**src/rtl/clock_enable_gen.sv**
```systemverilog
// Multi-channel clock-enable generator: integer divide or phase-accumulator
// rates per channel, reprogrammed only at period boundaries, gated by DCM lock.
module clock_enable_gen #(
  parameter int CHANNELS = 2,
  parameter int DIV_W    = 8,
  parameter int ACC_W    = 16,
  parameter int DEF_DIV  = 3
) (
  input  logic                      clock,
  input  logic                      reset,
  input  logic                      locked,
  input  logic [CHANNELS-1:0]       mode,
  input  logic [CHANNELS*DIV_W-1:0] div,
  input  logic [CHANNELS*ACC_W-1:0] inc,
  input  logic [CHANNELS-1:0]       load,
  output logic [CHANNELS-1:0]       ce,
  output logic [CHANNELS-1:0]       lvl,
  output logic                      run
);

  logic sync1;

  always_ff @(posedge clock or negedge reset) begin
    if (!reset) begin
      sync1 <= 1'b0;
      run   <= 1'b0;
    end else begin
      sync1 <= locked;
      run   <= sync1;
    end
  end

  for (genvar k = 0; k < CHANNELS; k++) begin : g_ch
    logic             a_mode, p_mode, p_flag;
    logic [DIV_W-1:0] a_div, p_div, cnt;
    logic [ACC_W-1:0] a_inc, p_inc, acc;
    logic             ce_q, lvl_q;

    logic             n_mode, n_flag;
    logic [DIV_W-1:0] n_div, dd, dn, d_use, cnt_d;
    logic [ACC_W-1:0] n_inc, acc_d;
    logic [ACC_W:0]   sum;
    logic [DIV_W:0]   half;
    logic             wrap, bnd, apply, m_use, ce_d, lvl_d;

    // A load in the same cycle as a boundary wins over older pending values.
    always_comb begin
      n_flag = load[k] | p_flag;
      n_mode = load[k] ? mode[k] : p_mode;
      n_div  = load[k] ? div[k*DIV_W +: DIV_W] : p_div;
      n_inc  = load[k] ? inc[k*ACC_W +: ACC_W] : p_inc;
    end

    always_comb begin
      dd    = (a_div < DIV_W'(2)) ? DIV_W'(1) : a_div;
      dn    = (n_div < DIV_W'(2)) ? DIV_W'(1) : n_div;
      sum   = {1'b0, acc} + {1'b0, a_inc};
      wrap  = (cnt >= dd - 1'b1);
      bnd   = a_mode ? (sum[ACC_W] | (a_inc == '0)) : wrap;
      apply = run & n_flag & bnd;
      m_use = apply ? n_mode : a_mode;
      d_use = apply ? dn : dd;
      cnt_d = '0;
      acc_d = '0;
      ce_d  = 1'b0;
      lvl_d = 1'b0;
      half  = '0;
      if (run) begin
        if (a_mode) begin
          ce_d  = sum[ACC_W];
          acc_d = sum[ACC_W-1:0];
          cnt_d = cnt;
        end else begin
          ce_d  = wrap;
          acc_d = acc;
          cnt_d = wrap ? '0 : cnt + 1'b1;
        end
        // Switching modes starts the new mode from a clean phase.
        if (apply && (n_mode != a_mode)) begin
          cnt_d = '0;
          acc_d = '0;
        end
        half  = ({1'b0, d_use} + 1'b1) >> 1;
        lvl_d = m_use ? acc_d[ACC_W-1] : ({1'b0, cnt_d} < half);
      end
    end

    always_ff @(posedge clock or negedge reset) begin
      if (!reset) begin
        a_mode <= 1'b0;
        a_div  <= DIV_W'(DEF_DIV);
        a_inc  <= '0;
        p_mode <= 1'b0;
        p_div  <= '0;
        p_inc  <= '0;
        p_flag <= 1'b0;
        cnt    <= '0;
        acc    <= '0;
        ce_q   <= 1'b0;
        lvl_q  <= 1'b0;
      end else begin
        cnt   <= cnt_d;
        acc   <= acc_d;
        ce_q  <= ce_d;
        lvl_q <= lvl_d;
        if (!run || apply) begin
          if (n_flag) begin
            a_mode <= n_mode;
            a_div  <= n_div;
            a_inc  <= n_inc;
          end
          p_flag <= 1'b0;
        end else if (load[k]) begin
          p_mode <= mode[k];
          p_div  <= div[k*DIV_W +: DIV_W];
          p_inc  <= inc[k*ACC_W +: ACC_W];
          p_flag <= 1'b1;
        end
      end
    end

    assign ce[k]  = ce_q;
    assign lvl[k] = lvl_q;
  end

endmodule
```
**config.mk**
```make
export PLATFORM = sky130hd
export DESIGN_NAME = clock_enable_gen
export DESIGN_NICKNAME = d
export VERILOG_FILES = /design/src/rtl/clock_enable_gen.sv
export SDC_FILE = /design/constraint.sdc
export NUM_CORES = 1
export LEC_CHECK = 0
export CAP_MARGIN = 20
export CORE_UTILIZATION = 60
export DETAILED_ROUTE_END_ITERATION = 16
export PLACE_DENSITY = 0.8
export SYNTH_ARGS = -nofsm -noshare
export SYNTH_HDL_FRONTEND = slang
export SYNTH_SLANG_ARGS = --single-unit
```
**constraint.sdc**
```tcl
create_clock -name clock -period 11 [get_ports clock]
set_input_delay 2.2 -clock clock [delete_from_list [all_inputs] [get_ports clock]]
set_output_delay 2.2 -clock clock [all_outputs]
set_load 0.03 [all_outputs]
```
==> impl_metrics.toml <==
[clock_tree]
postCtsHoldBufs = 0
cts.sinks = 156
cts_setup_buffers = 0
root_buffer = "clkbuf_16"
cts_buffers = 17
cts_tree = "yes"
clock_latency_ns = 0.42
ctsHtreeMaxLevel = 4
cts_resized = 0
cts.path.max_buffers = 2
path_clk_slew_ns = 0.06

[place]
dpl.hpwl_microns = 14600
numPortBuffers = 59
dpl.cell_count = 1191
place.gp.congestion = 0.915

[global_routing]
grt_max_degree = 100
grt_pass1_vias = 7275
grt_overflow_total = 0
grt_first_pass_wirelength_microns = 35200
grt_usage = 0.265
antenna_found_initial = 0

[sta]
rsz0062_at_grt = "no"
tns_ns = 0
worstMarginPinSlew_ns = 0.955
setup_viol = 0
relSlewSlack = 0.363
final_hold_viol_count = 0
clock_skew_ns = 0.00654
slew_viol_final = 0
fmax_mhz = 169
finalCritPeriodShare = 0.537
min_period_ns = 5.91

[yosys]
yosys_warnings = 0
yosysSeqAreaShare = 0.394
yosysTopAreaCell = "dfrtp_1"
synth.avg_cell_area_sq_um = 10.3
yosysMostFrequentCell = "dfrtp_1"
synthArstFlopShare = 1.00
synth.distinct_cells = 71
synth_edf_count = 0
synth_area_leaders = "dfrtp_1, mux2_2, ha_1, nor2_1, a21oi_1"
synthTopCellsByCount = "dfrtp_1, nor2_1, mux2_2"
synth_nets = 1085
syn_inst = 961
synth_ff_type = "dfrtp_1"
synth_seq_cells = 156
syn-cell-area_sq_um = 9910
synth_top_area_frac = 0.384

[worst_setup_path]
required_ns = 11.31
cp_cell_sequence = "buf_2, o21ai_0, a211o_1, nor2_1, a21oi_1, ha_1, nand3_1, nor3_1, mux2_2, xor2_1, ha_1, nand4_1, a21oi_1, a41oi_1, a22o_1, a31o_2"
crit_slowest_cell = "buf_2"
worst-path-max-fanout = 37
max_stage_delay_ns = 0.65
crit_type = "primary input to flip-flop"
worstPathArrival_ns = 6.22
crit_path_end_kind = "flip-flop"
crit_path_start_kind = "primary input"

[die]
die-area_sq_um = 17000
start_util = 0.620
die_w_microns = 131
core_area_sq_um = 16000
pin_count = 60
die_h_microns = 131
std_cell_rows = 46

[route]
drtIter0Drc = 520
finalWirelength_microns = 21000
vias = 7445
drc = 0
ant_nets = 0
dr.pass1.iters = 5
wl_per_cell_microns = 17.1
viasPerCell = 6.07

[power]
leakage_nw = 4.97
power-per-cell-area_nw_per_um2 = 275
ir_drop_mv = 0.160

[layout]
drive_gt1_frac = 0.149
area_growth_syn_to_layout_pct = 12.9
fill_cells = 1245
stdcell_count = 1226
multi_input_area_sq_um = 5670
regArea_sq_um = 3910
fin_nets = 1121
diodes = 0

[outcome]
status = "finished clean"

[hold_path]
min_path_type = "flip-flop to flip-flop"

[run]
cap_violations = 0
-- registers in the layout, indices dropped and copies added, names as in the netlist, 2 cells and up --
| name | flops |
|---|---|
| g_ch.p_inc | 32 |
| g_ch.p_mode | 2 |
| g_ch.a_mode | 2 |
| g_ch.acc | 32 |
| g_ch.p_flag | 2 |
| g_ch.lvl_q | 2 |
| g_ch.a_inc | 32 |
| g_ch.a_div | 16 |
| g_ch.cnt | 16 |
| g_ch.p_div | 16 |
| g_ch.ce_q | 2 |
-- layout make-up --
type	count	share of cell area
multi-input cells	742	0.506
flip-flops and latches	156	0.349
repair buffers	65	0.0614
clock buffers	21	0.0411
well taps	216	0.0241
clock inverters	11	0.0127
inverters	15	0.00503
-- critical path: cells and delay by family --
| family | cells | cell delay (ns) |
|---|---|---|
| mux | 1 | 0.30 |
| xor+xnor | 1 | 0.16 |
| buf+inv | 1 | 0.65 |
| fa+ha+maj | 2 | 0.59 |
| compound gates | 7 | 1.81 |
| simple gates | 4 | 0.47 |
-- through the flow --
step / worst slack, ns / instance area [sq um] / hold slack (ns) / power, W / utilization
after detailed placement: 4.67 / 10500 / 0.343 / 0.00244 / 0.657
after CTS: 5.08 / 11100 / 0.354 / 0.00306 / 0.694
after global routing: 4.77 / 11200 / 0.366 / 0.00331 / 0.700
final: 5.09 / 11200 / 0.353 / 0.00308 / 0.700
after floorplan: 5.39 / 9910 / 0.331 / 0.00214 / -
after global placement: 4.84 / 10500 / 0.337 / 0.00238 / 0.657
-- layer usage --
metal / track usage / vias to the layer above / share of wire
met1: 0.350 / 3657 / 0.46
met3: 0.0505 / 33 / 0.034
met4: 0.0933 / 0 / 0.018
met5: 0 / - / 0
met2: 0.437 / 143 / 0.49
li1: - / 3612 / -
-- power by group --
part | switching (W) | internal (W)
registers | 0.000209 | 0.000793
logic | 0.000780 | 0.000692
clock network | 0.000235 | 0.000368
total | 0.00122 | 0.00185
-- placed cells by master, fill, tap and decap left out, types with 4 or more instances in the layout --
master | netlist | routed
dfrtp_1 | 152 | 152
nor2_1 | 96 | 96
mux2_2 | 75 | 75
a21oi_1 | 71 | 71
ha_1 | 67 | 67
clkdlybuf4s50_1 | 0 | 56
nand2_1 | 48 | 48
xnor2_1 | 38 | 38
o21ai_0 | 35 | 35
mux2i_1 | 34 | 34
a22o_1 | 30 | 30
xor2_1 | 26 | 26
nand3_1 | 20 | 20
a21o_1 | 17 | 17
nor3_1 | 17 | 17
clkbuf_16 | 0 | 17
nor4_1 | 16 | 16
mux2_4 | 16 | 16
inv_1 | 15 | 15
nor2b_1 | 13 | 13
a211oi_1 | 10 | 10
nand4_1 | 10 | 10
nor3b_1 | 8 | 8
a31oi_1 | 7 | 7
a211o_1 | 5 | 5
nand2b_1 | 5 | 5
o21a_1 | 5 | 5
clkinvlp_4 | 0 | 5
o211ai_1 | 4 | 4
and2_1 | 4 | 4
and3_1 | 4 | 4
or3_1 | 4 | 4
dfstp_2 | 4 | 4
-- path summary, 6_finish.rpt --
kind	startpoint	end	slack, ns	cells past startpoint
min in group asynchronous	reset	g_ch[0].acc[1]	1.88	1
hold reg to reg	sync1	run	0.35	0
setup reg to reg	g_ch[1].a_div[5]	g_ch[1].lvl_q	5.36	24
hold / removal	sync1	run	0.35	0
max in group asynchronous	reset	g_ch[1].a_div[2]	7.81	2
setup / recovery	load[1]	g_ch[1].lvl_q	5.09	16
-- cell families after synthesis --
| kind of cell | Yosys count | share of synthesized area |
|---|---|---|
| XOR/XNOR | 64 | 0.0565 |
| AO/OA/AOI/OAI | 225 | 0.153 |
| flip-flops | 156 | 0.394 |
| multiplexers | 125 | 0.144 |
| adder cells (fa/ha/maj) | 69 | 0.0886 |
| AND/OR/NAND/NOR | 259 | 0.129 |
| buffers and inverters | 63 | 0.0347 |
Note: power is estimated with default switching activity, not from simulation.
